<file path="config.mk">
export PLATFORM = sky130hd
export DESIGN_NAME = adder_ppn
export DESIGN_NICKNAME = d
export VERILOG_FILES = /design/src/rtl/adder_ppn.sv
export SDC_FILE = /design/constraint.sdc
export NUM_CORES = 1
export LEC_CHECK = 0
export CAP_MARGIN = 20
export CORE_MARGIN = 5
export CORE_UTILIZATION = 49
export DETAILED_ROUTE_END_ITERATION = 16
export PLACE_DENSITY = 0.8
export SYNTH_ARGS = -nofsm -noshare
export SYNTH_HDL_FRONTEND = slang
export SYNTH_SLANG_ARGS = --single-unit
</file>
<file path="constraint.sdc">
create_clock -name I_clk -period 2.4 [get_ports I_clk]
set_input_delay 0.36 -clock I_clk [delete_from_list [all_inputs] [get_ports I_clk]]
set_output_delay 0.36 -clock I_clk [all_outputs]
set_load 0.02 [all_outputs]
</file>
<file path="src/rtl/adder_ppn.sv">
// rtl/adder_ppn.sv - N-stage segmented carry pipelined adder with valid chain, stall and sat/wrap output
module adder_ppn #(
  parameter int C_IN1    = 12,
  parameter int C_IN2    = 12,
  parameter int C_OUT    = 13,
  parameter int C_STAGES = 2,
  parameter int C_SIGNED = 0,
  parameter int C_SAT    = 0
) (
  input  logic             I_clk,
  input  logic             I_rst_n,
  input  logic             I_ce,
  input  logic             I_vld,
  input  logic [C_IN1-1:0] I_a,
  input  logic [C_IN2-1:0] I_b,
  output logic             O_vld,
  output logic [C_OUT-1:0] O_dout,
  output logic             O_ovf
);

  localparam int C_MAX = (C_IN1 > C_IN2) ? C_IN1 : C_IN2;
  localparam int C_W   = ((C_MAX + 1 + C_STAGES - 1) / C_STAGES) * C_STAGES;
  localparam int C_SEG = C_W / C_STAGES;

  logic             a_fill, b_fill;
  logic [C_W-1:0]   a_ext, b_ext;
  logic [C_W-1:0]   sum;

  // One guard bit is always present, so the C_W-bit sum cannot lose its carry-out.
  assign a_fill = (C_SIGNED != 0) & I_a[C_IN1-1];
  assign b_fill = (C_SIGNED != 0) & I_b[C_IN2-1];
  assign a_ext  = {{(C_W-C_IN1){a_fill}}, I_a};
  assign b_ext  = {{(C_W-C_IN2){b_fill}}, I_b};

  // acc carries finished sum segments below LO and untouched A segments above;
  // b carries only the B segments not yet consumed.
  for (genvar k = 0; k < C_STAGES; k++) begin : g_stage
    localparam int LO = k * C_SEG;
    localparam int BW = C_W - LO;

    logic [C_W-1:0]   acc_in, acc_d, acc_q;
    logic [BW-1:0]    b_in;
    logic             cin, vld_in, vld_q;
    logic [C_SEG-1:0] seg_sum;

    if (k == 0) begin : g_first
      assign acc_in = a_ext;
      assign b_in   = b_ext;
      assign cin    = 1'b0;
      assign vld_in = I_vld;
    end else begin : g_next
      assign acc_in = g_stage[k-1].acc_q;
      assign b_in   = g_stage[k-1].g_mid.b_q;
      assign cin    = g_stage[k-1].g_mid.cy_q;
      assign vld_in = g_stage[k-1].vld_q;
    end

    if (k < C_STAGES - 1) begin : g_mid
      logic [C_SEG:0]      seg_full;
      logic [BW-C_SEG-1:0] b_q;
      logic                cy_q;

      assign seg_full = {1'b0, acc_in[LO +: C_SEG]} + {1'b0, b_in[C_SEG-1:0]}
                      + (C_SEG+1)'(cin);
      assign seg_sum  = seg_full[C_SEG-1:0];

      always_ff @(posedge I_clk or negedge I_rst_n) begin
        if (!I_rst_n) begin
          b_q  <= '0;
          cy_q <= 1'b0;
        end else if (I_ce) begin
          b_q  <= b_in[BW-1:C_SEG];
          cy_q <= seg_full[C_SEG];
        end
      end
    end else begin : g_last
      // Top segment: its carry-out falls outside C_W and is not needed.
      assign seg_sum = acc_in[LO +: C_SEG] + b_in[C_SEG-1:0] + C_SEG'(cin);
    end

    always_comb begin
      acc_d              = acc_in;
      acc_d[LO +: C_SEG] = seg_sum;
    end

    always_ff @(posedge I_clk or negedge I_rst_n) begin
      if (!I_rst_n) begin
        acc_q <= '0;
        vld_q <= 1'b0;
      end else if (I_ce) begin
        acc_q <= acc_d;
        vld_q <= vld_in;
      end
    end
  end

  assign sum   = g_stage[C_STAGES-1].acc_q;
  assign O_vld = g_stage[C_STAGES-1].vld_q;

  if (C_OUT >= C_W) begin : g_extend
    logic fill;
    assign fill   = (C_SIGNED != 0) & sum[C_W-1];
    assign O_dout = C_OUT'($signed({fill, sum}));
    assign O_ovf  = 1'b0;
  end else if (C_SIGNED != 0) begin : g_signed
    localparam logic [C_OUT-1:0] C_SMIN = C_OUT'(1) << (C_OUT - 1);
    localparam logic [C_OUT-1:0] C_SMAX = ~C_SMIN;
    logic [C_W-C_OUT:0] top;

    // In range only when every bit from C_OUT-1 upward is a copy of the sign.
    assign top    = sum[C_W-1:C_OUT-1];
    assign O_ovf  = ~((&top) | ~(|top));
    assign O_dout = ((C_SAT != 0) && O_ovf) ? (sum[C_W-1] ? C_SMIN : C_SMAX)
                                             : sum[C_OUT-1:0];
  end else begin : g_unsigned
    assign O_ovf  = |sum[C_W-1:C_OUT];
    assign O_dout = ((C_SAT != 0) && O_ovf) ? {C_OUT{1'b1}} : sum[C_OUT-1:0];
  end

endmodule

</file>
==> flow_summary.ini <==
[timing]
slew_viol_final = 0
hold_ws_ns = 0.410
finalSetupViolCount = 0
fmax_mhz = 515
rsz0062_at_grt = false
fin_tns_setup_ns = 0
hold_viol_final = 0
skew_ns = 0.0122
min_period_ns = 1.94
period_share = 0.810

[critical_path]
critPathMaxStageDelay_ns = 0.39
start_kind = flip-flop
crit_chain = inv_1 -> fa_1 -> inv_1 -> fa_1 -> a21o_1 -> a21oi_1 -> xnor2_1 -> mux2_2
worst_setup_path_end_kind = flip-flop
reg2regPathDepth = 8
crit_cells = 8
critical_path_required_ns = 2.62
crit_fanout = 2
critPathTopFamily = adder cells
crit_arrival_ns = 2.16
cp_slowest_cell = fa_1
cp_num_buf_inv = 2
setup.worst_path.class = flip-flop to flip-flop

[clock_tree]
clkTransAtPathRegs_ns = 0.10
cts_tree = yes
cts_sinks = 33
root_buffer = clkbuf_4
cts_setup_buffers = 0
numCtsBuffers = 5
cts_buffer_depth = 2
postCtsResizedCells = 0
hold_buffers = 0
htreeDepth = 2
clock_latency_ns = 0.33

[power_and_ir_drop]
p_sw_frac = 0.301
p_int_mw = 1.07
p_clk_frac = 0.204
combinationalPowerShare = 0.334
p_leak_nw = 0.964
power_density_nw_per_um2 = 694
vdd.ir_drop.worst_mv = 0.400
power_frac_seq = 0.461
p_sw_mw = 0.462

[synthesis]
synth_cells = 144
yosysWarnings = 0
ys_types = 37
synth_adder_area_share = 0.115
synthArstFlopShare = 1.00
syn_nets = 186
yosys_register_bits = 33
synth_edf_count = 0
synth_compound_area_frac = 0.142
synth_xor_area_frac = 0.0153
yosysSeqAreaShare = 0.482
synth_top_family_by_area = compound AO/OA/AOI/OAI gates
synth-simple-area-share = 0.0540
synth.avg_cell_area_um2 = 11.9
synthFlopType = dfrtp_1
synth_area_um2 = 1710
synth_mux_area_frac = 0.138

[global_route]
grtUsageTotal = 0.157
grt-ovfl-total = 0
grt_first_pass_wirelength_um = 6060
grt_pass1_vias = 1347
grt_max_degree = 34
antenna_found_initial = 0

[hold_path]
holdCritPathClass = input port to asynchronous set/reset pin

[cells_and_area]
fin_nets = 231
post-route-util = 0.658
syn_to_final_growth_pct = 29.1
antennaDiodeCount = 0
layout-drive-gt1-share = 0.185
final_area_um2 = 2210
fillers = 275

[flow_run]
maxCapViolCount = 0

[route]
drt.antenna.violating_nets = 0
drc_errors = 0
viasPerCell = 5.17
firstDrtPassIters = 4
wl_per_cell_um = 14.4
vias = 1216
totalWireLength_um = 3380
drt_iter0_drc = 77

[floorplan]
initial_core_util = 0.510
coreArea_um2 = 3360
io_pins = 43
die_y_um = 69.1
die_w_um = 69.1
dieArea_um2 = 4780
row_count = 21

[placement]
placed_area_um2 = 2160
numPortBuffers = 41
dpl.hpwl_um = 2640
gp_congestion = 0.768

[outcome]
outcome = complete, no violations
## worst paths after layout
| kind | startpoint | to | slack (ns) |
|---|---|---|---|
| worst min-delay path | I_rst_n | g_stage[1].acc_q[1] | 0.41 |
| worst max register to register | g_stage[0].acc_q[7] | g_stage[1].acc_q[11] | 0.46 |
| min in group I_clk | g_stage[0].acc_q[4] | g_stage[0].acc_q[4] | 0.50 |
| worst min register to register | g_stage[0].acc_q[4] | g_stage[0].acc_q[4] | 0.50 |
| max in group asynchronous | I_rst_n | g_stage[0].acc_q[2] | 1.69 |
| worst max-delay path | g_stage[0].acc_q[7] | g_stage[1].acc_q[11] | 0.46 |
## area by class of cell
cell class,instances,area [µm²],share of cell area
inverter,11,41.3,0.0187
timing repair buffer,44,433,0.196
multi-input combinational,94,800,0.361
clock buffer,7,55.1,0.0249
tap,46,57.6,0.0260
sequential,33,826,0.373
## routing by layer
metal / global-route usage / wire length [µm]
met5: 0 / 0
met4: 0.0759 / 86
met3: 0.0465 / 157
met2: 0.263 / 1710
met1: 0.182 / 1430
## synthesized netlist by cell type, types with 2 or more instances
library cell,n,share of area
a211o_1,2,0.010
a21o_1,2,0.0088
a21oi_1,5,0.015
buf_2,3,0.0088
dfrtp_1,33,0.48
fa_1,3,0.035
ha_1,11,0.080
inv_1,11,0.024
mux2_2,21,0.14
nand2_1,6,0.013
nor2_1,3,0.0066
nor2b_1,2,0.0073
nor3_1,2,0.0058
o21a_1,4,0.018
o21ai_0,10,0.029
o22ai_1,3,0.011
xnor2_1,3,0.015
## power by group through the flow
| stage | clock, mW | combinational, mW | sequential, mW |
|---|---|---|---|
| 5_1_grt | 0.357 | 0.561 | 0.723 |
| 3_3_place_gp | 0 | 0.504 | 0.715 |
| 3_5_place_dp | 0 | 0.519 | 0.722 |
| 4_1_cts | 0.329 | 0.521 | 0.710 |
| 6_report | 0.314 | 0.514 | 0.708 |
| 2_1_floorplan | 0 | 0.222 | 0.787 |
## worst reg2reg max path, delay by kind of cell (launching register included)
kind            cells  cell delay [ns]
buf+inv             2             0.15
flops               1             0.38
fa+ha+maj           2             0.59
mux                 1             0.25
compound gates      2             0.37
xor+xnor            1             0.08
## state kept, by name, summed over array words and instances, names as in the netlist
name	cells
g_stage.vld_q	1
g_stage.acc_q	25
g_stage.g_mid.cy_q	1
g_stage.g_mid.b_q	5
O_vld	1
## metrics by stage
step	std cells	worst slack (ns)	total power, mW
floorplan	144	0.588	1.01
global placement	228	0.244	1.22
detailed placement	228	0.141	1.24
CTS	235	0.445	1.56
global route	235	0.323	1.64
finish	235	0.457	1.54
## cell families (layout without fill, tap and decap cells)
group                      count (synthesis)  count (layout)
and+or+nand+nor                           19              19
muxes                                     21              21
DFF                                       33              33
AOI/OAI and AO/OA                         36              36
buffers and inverters                     17              62
adders and majority gates                 14              14
other                                      1               1
xor gates and xnor gates                   3               3
## placed cells by master (no fill, tap or decap), types with 2 or more instances in the layout
master / count
clkdlybuf4s50_1: 41
xnor2_1: 3
clkbuf_4: 5
fa_1: 3
mux2_2: 21
nand2_1: 6
nor3_1: 2
o22ai_1: 3
inv_1: 11
a21oi_1: 5
o21ai_0: 10
a211o_1: 2
nor2_1: 3
dfrtp_1: 33
nor2b_1: 2
o21a_1: 4
a21o_1: 2
ha_1: 11
buf_4: 3
Note: power is estimated with default switching activity, not from simulation.
